[src/rtl/tick_seq_pkg.sv]
// Shared definitions for the tick sequencer: sequencer state encoding and
// default widths for the divisor/divider and burst/tick counters.
// No ports; imported by tick_sequencer and mod_counter.
package tick_seq_pkg;

  typedef enum logic {
    IDLE = 1'b0,
    RUN  = 1'b1
  } state_t;

  localparam int DEFAULT_DIV_BITS   = 8;
  localparam int DEFAULT_BURST_BITS = 4;

endpackage

[src/rtl/mod_counter.sv]
// Purpose: modulo counter, counts 0..modulus then wraps to 0 while enabled.
// Latency: terminal is a combinational decode of the registered count.
// Ports: clk, reset (sync, active-high), clear (sync, beats enable),
//        enable, modulus (last value before wrap), terminal (count == modulus).
module mod_counter #(
  parameter int W = tick_seq_pkg::DEFAULT_DIV_BITS
) (
  input  logic         clk,
  input  logic         reset,
  input  logic         clear,
  input  logic         enable,
  input  logic [W-1:0] modulus,
  output logic         terminal
);

  logic [W-1:0] count;

  assign terminal = (count == modulus);

  always_ff @(posedge clk) begin
    if (reset || clear) begin
      count <= '0;
    end else if (enable) begin
      if (terminal) begin
        count <= '0;
      end else begin
        count <= count + 1'b1;
      end
    end
  end

endmodule

[src/rtl/tick_sequencer.sv]
// Purpose: periodic tick generator with optional burst length, start/stop control.
// Latency: run begins the cycle after start; first tick cfg_div+1 cycles into the run;
//          done is a registered pulse the cycle after the final tick.
// Backpressure: cfg_ready is high only in IDLE; config offered during RUN is dropped.
// Ports: clk, reset (sync, active-high), cfg_valid/cfg_ready/cfg_div/cfg_burst
//        (config handshake), start, stop, tick, busy, done, tick_count.
module tick_sequencer
  import tick_seq_pkg::*;
#(
  parameter int DIV_BITS   = DEFAULT_DIV_BITS,
  parameter int BURST_BITS = DEFAULT_BURST_BITS
) (
  input  logic                  clk,
  input  logic                  reset,
  input  logic                  cfg_valid,
  output logic                  cfg_ready,
  input  logic [DIV_BITS-1:0]   cfg_div,
  input  logic [BURST_BITS-1:0] cfg_burst,
  input  logic                  start,
  input  logic                  stop,
  output logic                  tick,
  output logic                  busy,
  output logic                  done,
  output logic [BURST_BITS-1:0] tick_count
);

  state_t                state;
  state_t                state_next;
  logic [DIV_BITS-1:0]   div_q;
  logic [BURST_BITS-1:0] burst_q;
  logic [BURST_BITS-1:0] tick_count_inc;
  logic                  div_term;
  logic                  div_clear;
  logic                  cfg_accept;
  logic                  start_run;
  logic                  last_tick;
  logic                  done_next;

  assign busy           = (state == RUN);
  assign cfg_ready      = (state == IDLE);
  assign tick           = busy & div_term;
  assign cfg_accept     = cfg_valid & cfg_ready;
  assign start_run      = start & cfg_ready;
  assign tick_count_inc = tick_count + 1'b1;

  // Burst of 0 means run forever; otherwise the tick that makes the count
  // reach the burst length is the last one.
  assign last_tick = tick && (burst_q != '0) && (tick_count_inc == burst_q);

  // Holding the divider clear throughout IDLE guarantees every run starts
  // from 0; a stop clears it on the way out of RUN.
  assign div_clear = cfg_ready | stop;

  mod_counter #(
    .W (DIV_BITS)
  ) u_div (
    .clk      (clk),
    .reset    (reset),
    .clear    (div_clear),
    .enable   (busy),
    .modulus  (div_q),
    .terminal (div_term)
  );

  always_ff @(posedge clk) begin
    if (reset) begin
      state <= IDLE;
    end else begin
      state <= state_next;
    end
  end

  // Stop wins over completion, so a stop on the final tick gives no done.
  always_comb begin
    state_next = state;
    done_next  = 1'b0;
    case (state)
      IDLE: begin
        if (start) begin
          state_next = RUN;
        end
      end
      RUN: begin
        if (stop) begin
          state_next = IDLE;
        end else if (last_tick) begin
          state_next = IDLE;
          done_next  = 1'b1;
        end
      end
      default: begin
        state_next = IDLE;
      end
    endcase
  end

  always_ff @(posedge clk) begin
    if (reset) begin
      done <= 1'b0;
    end else begin
      done <= done_next;
    end
  end

  // Config is latched at the same edge as a coincident start, so that run
  // already uses the new values. tick_count holds through IDLE and is only
  // cleared by the next start.
  always_ff @(posedge clk) begin
    if (reset) begin
      div_q      <= '0;
      burst_q    <= '0;
      tick_count <= '0;
    end else begin
      if (cfg_accept) begin
        div_q   <= cfg_div;
        burst_q <= cfg_burst;
      end
      if (start_run) begin
        tick_count <= '0;
      end else if (tick) begin
        tick_count <= tick_count_inc;
      end
    end
  end

endmodule

[config.mk]
export PLATFORM = sky130hd
export DESIGN_NAME = tick_sequencer
export DESIGN_NICKNAME = d
export VERILOG_FILES = /design/src/rtl/tick_seq_pkg.sv /design/src/rtl/mod_counter.sv /design/src/rtl/tick_sequencer.sv
export SDC_FILE = /design/constraint.sdc
export NUM_CORES = 1
export LEC_CHECK = 0
export BUFFER_PORTS_ARGS = -buffer_cell sky130_fd_sc_hd__buf_2
export CORE_ASPECT_RATIO = 0.8
export CORE_MARGIN = 1.5
export CORE_UTILIZATION = 53
export CTS_CLUSTER_DIAMETER = 150
export DETAILED_ROUTE_END_ITERATION = 16
export HOLD_SLACK_MARGIN = 0.03
export PLACE_DENSITY_LB_ADDON = 0.12
export SETUP_SLACK_MARGIN = 0.15
export SYNTH_ARGS = -nofsm -noshare
export SYNTH_HDL_FRONTEND = slang
export SYNTH_HIERARCHICAL = 1
export SYNTH_SLANG_ARGS = --single-unit
[constraint.sdc]
create_clock -name clk -period 2.23 [get_ports clk]
set_input_delay 0.223 -clock clk [delete_from_list [all_inputs] [get_ports clk]]
set_output_delay 0.223 -clock clk [all_outputs]
set_load 0.02 [all_outputs]
---- After elaboration in Yosys (flattened, before gate mapping) ----
Cells that the tools add are included.
word-level totals
  register bits ........................... 26
  latch bits .............................. 0
  bits in writable memories ............... 0
  bits in read-only memories .............. 0
  input bits .............................. 17
  output and inout bits ................... 8
  word-level logic and storage cells ...... 27
  memories ................................ 0
operators by class
  add/subtract/negate cells ............... 2
  multipliers ............................. 0
  div/mod/pow operators ................... 0
  order comparisons ....................... 0
  equality and inequality tests ........... 2
  shift operators ......................... 0
  muxes and demuxes ....................... 6
  bitwise operators ....................... 5
  reductions and logical operators ........ 6
operators with widths
  cell                 count
  $add 8x1->8 const B  1
  $eq 8x8->1           1
  $mux 8               1
  $add 4x1->4 const B  1
  $eq 4x4->1           1
  $mux 1               4
  $reduce_bool 4->1    1
  $and 1x1->1          3
  $reduce_or 3->1      1
  $logic_and 1x1->1    2
  $pmux 1 s2           1
  $reduce_or 2->1      1
  $logic_or 1x1->1     1
  $not 1->1            1
  $or 1x1->1           1

---- Longest topological paths before layout ----
  word-level depth ........................ 7
  mapped depth ............................ 6
  mapped depth without buffers ............ 6

---- Hierarchy ----
Netlist, hierarchy kept.
modules (own cells, without submodules)
  module          times used  cells each  area each (sq um)  sequential area each (sq um)
  tick_sequencer  1           92          763.2              360.3
  mod_counter     1           49          447.9              160.2

---- Worst setup path before layout ----
OpenSTA, ideal clock, no wires.
  path type ............................... reg2reg
  start ................................... register u_div.count[2]
  end ..................................... register tick_count[3]
  library setup time ...................... 0.070 ns
  arrival time ............................ 1.495 ns
  required time ........................... 2.160 ns
  path slack .............................. 0.666 ns
  stages on the path, launching flop included .. 7
  path buffers ............................ 0
  clock period less this slack ............ 1.564 ns
  cell sequence ........................... dfxtp_1 > xnor2_1 > nand4_1 > nor2_1 > nand2_1 > or3_1 > a21oi_1
on the way
  cells in the longest elaborated chain, start to end .. 2
ends and longest elaborated chain
  item                    RTL line               RTL
  start, declared         mod_counter.sv:16      logic [W-1:0] count;
  start signal, assigned  mod_counter.sv:27      count <= count + 1'b1;
  $eq 8x8->1              mod_counter.sv:18      assign terminal = (count == modulus);
  via div_term            tick_sequencer.sv:32   logic div_term;
  $and 1x1->1             tick_sequencer.sv:41   assign tick = busy & div_term;
  end signal, assigned    tick_sequencer.sv:121  tick_count <= tick_count_inc;
  end, declared           tick_sequencer.sv:24   output logic [BURST_BITS-1:0] tick_count
The timed path passes the listed nets, and every way through them passes these cells.
A chain may end at the register's enable or synchronous reset.

---- Final worst setup path ----
  start ................................... register u_div.count[0]
  end ..................................... output tick
on the way
  cells in the longest elaborated chain, start to end .. 2
ends and longest elaborated chain
  item           RTL line              RTL
  $eq 8x8->1     mod_counter.sv:18
  via div_term   tick_sequencer.sv:32
  $and 1x1->1    tick_sequencer.sv:41
  end, declared  tick_sequencer.sv:21  output logic tick,
The timed path passes the listed nets, and every way through them passes these cells.

==> flow_summary.ini <==
[detailed_routing]
routed-via-count = 979
dr.first_iter.drc_count = 8
detail_route.first_pass.iterations = 4
postRouteAntennaNets = 0
avgRoutedWirePerCell_um = 12.5
route.final.wire_length_mm = 2.40
drcViolationCount = 0
vias_per_cell = 5.10

[critical_path]
worst-path-max-fanout = 5
critical_path.startpoint = u_div/count[0]$_SDFFE_PP0P_
r2r-start = u_div/count[0]$_SDFFE_PP0P_
cpMaxStageDelayCell = dfxtp_1
cp_data_required_time_ps = 2010
timing.critical_path.cells = xnor2_1 > nand4_1 > nor2_4 > nand2_1 > inv_1 > buf_2
cp_data_arrival_time_ps = 1660
worstReg2RegEnd = tick_count[3]$_SDFFE_PP0P_
end_kind = primary output
worst-r2r-setup-slack_ps = 510
timing.critical_path.from_type = flop
critical_path_class = reg2out
rr_worst_depth = 6
worst_path_largest_cell_delay_ps = 440

[placement]
placed_cells_incl_taps = 187
portBuffers = 24
gp_routability_congestion = 0.813
placed_area_um2 = 1340
detailedPlacementHpwl_mm = 1.86

[cts]
max-clock-path-buffers = 2
cts-buffers-inserted = 3
tritoncts_sinks = 26
clock-root-buffer = clkbuf_4
cts.clk_slew.worst_paths_ps = 120
htree_levels = 1
clock_tree_from_tritoncts = yes
clock_latency_ps = 310

[global_route]
grt_most_used_layer = met2
met3_usage_pct = 5.11
gr-usage-met1_pct = 25.7
gr-usage-all-layers_pct = 20.1
number_of_antenna_violations_at_the_first_check_in_global_routing = 0
grt_overflow_total = 0
via_count_of_the_first_global_routing_pass = 868
grt_pass1_wl_mm = 3.91
global_route.usage.met2_pct = 35.8
grt_start_max_net_pins = 17

[sta]
timing.final.hold_violations = 0
setup_viol = 0
max_freq_mhz = 531
final.setup.tns_ps = 0
worst-slew-pin-transition_ps = 473
worst_clock_skew_ps = 5.29
grt_setup_unrepaired = false
slew-limit-headroom_pct = 68.5
final.min_clock_period_ps = 1880
timing_max_transition_violations_final = 0
period_utilization_post_route_pct = 84.4

[yosys]
synth_fp_nets = 160
post_synth_num_cell_types = 25
syn-cell-area_um2 = 1210
syn_inst = 141
yosys_warnings = 6
ys.flop_type = dfxtp_1
synth_enable_flop_cells = 0
synth_sequential_area_ratio_pct = 43.0
yosys_register_bits = 26
share_of_async_settable_or_async_resettable_flops_after_synthesis_pct = 0
syn_avg_cell_area_um2 = 8.59

[cells_and_area]
layout.cells.non_filler = 192
areaGrowthSynthToFinish_pct = 14.6
footprint_of_the_multi_input_gates_um2 = 652
insertedDiodeCount = 0
register_area_um2 = 520
post-route-cell-area_um2 = 1390
layout-drive-gt1-share_pct = 20.4
final_nets = 188
fillers = 187

[floorplanning]
floorplan.die_area_um2 = 2580
io-pin-count = 25
rows = 15
floorplan.initialDensity_pct = 56.1
fp.dieW_um = 56.4
core_region_area_um2 = 2160
die_h_um = 45.8

[worst_hold_path]
hold_start = cfg_burst[1]
holdCritPathClass = in2reg
min_to = burst_q[1]$_SDFFE_PP0P_
hold-path-cell-count = 3

[power]
power.density_cell_area_nw_per_um2 = 583
p_leak_uw = 0.000553
ir_drop_mv = 0.521

[status]
run_status = finished, final reports clean

[flow_run]
maxCapViolations = 0
repair_timing:
action / CTS / global route
gates resized for setup: 0 / 2
hold buffers: 0 / 0
endpoints found under the setup margin: 0 / 1
setup buffers: 0 / 2
metrics by stage:
step | utilization, % | power, uW | hold slack, ps | setup slack, ps
2_1_floorplan | - | 585 | 292 | 666
3_3_place_gp | 62.2 | 615 | 461 | 530
3_5_place_dp | 62.2 | 620 | 466 | 415
4_1_cts | 63.2 | 805 | 131 | 192
5_1_grt | 64.3 | 853 | 127 | 180
6_report | 64.3 | 809 | 137 | 348
cells in the mapped netlist, drive strengths merged (2+ instances only):
cell / count / share of area (%)
nor2: 14 / 4.3
nand2b: 4 / 2.1
buf: 3 / 1.4
xnor2: 13 / 9.4
or3: 2 / 1.0
nor2b: 3 / 1.5
a21oi: 16 / 6.6
dfxtp: 26 / 43
nand3: 3 / 1.2
xor2: 7 / 5.1
nand2: 29 / 9.0
ha: 2 / 2.1
inv: 3 / 0.93
clkbuf: 2 / 1.4
nand4: 6 / 3.1
cell usage in the layout (no fill, tap or decap), types with 2 or more instances in the layout:
cell and instances:
nand2_1 29, dfxtp_1 26, buf_2 24, a21oi_1 16, xnor2_1 13, nor2_1 13
xor2_1 7, nand4_1 6, nand2b_1 4, buf_4 4, inv_1 3, nor2b_1 3
nand3_1 3, clkbuf_4 3, or3_1 2, ha_1 2
flip-flops by register name, summed over array words and instances, names as in the netlist:
| signal | count |
|---|---|
| burst_q | 4 |
| done | 1 |
| busy | 1 |
| tick_count | 4 |
| div_q | 8 |
| u_div/count | 8 |
routing by layer:
layer / vias up / share of wire (%)
met5: - / 0
met2: 28 / 48
met3: 2 / 4.5
li1: 514 / -
met4: 0 / 0.67
met1: 435 / 47
final cells by class:
class | count | share of cell area, %
Multi-Input combinational cell | 107 | 47.0
Timing Repair Buffer | 28 | 10.8
Clock buffer | 3 | 1.62
Sequential cell | 26 | 37.5
Inverter | 3 | 0.812
Tap cell | 25 | 2.25
where the power goes:
group	internal [uW]	switching (uW)	leakage (uW)	total, uW
Clock	63.1	124	0.0000138	187
Sequential	480	14.9	0.000212	495
Combinational	56.5	70.2	0.000327	127
Total	600	209	0.000553	809
critical path: cells and delay by family, from the launching register on:
kind          cells  cell delay, ps
xor+xnor          1             140
buf+inv           2             230
flops             1             440
simple gates      3             550
how the worst max path moves through the flow:
stage                                      end  slack (ps)
floorplan           tick_count[3]$_SDFFE_PP0P_         670
global placement    tick_count[3]$_SDFFE_PP0P_         530
global route                              tick         180
CTS                                       tick         190
finish                                    tick         350
detailed placement  tick_count[3]$_SDFFE_PP0P_         410
kinds of logic (layout without fill, tap and decap cells):
kind of cell	after synthesis	after routing	synth area share (%)
and+or+nand+nor	64	64	24.5
adders and majority gates	2	2	2.07
buffers and inverters	8	34	3.82
AOI/OAI and AO/OA	19	19	9.50
xor gates and xnor gates	21	21	16.3
muxes	1	1	0.826
DFF	26	26	43.0
Power figures use the tool's default switching activity.
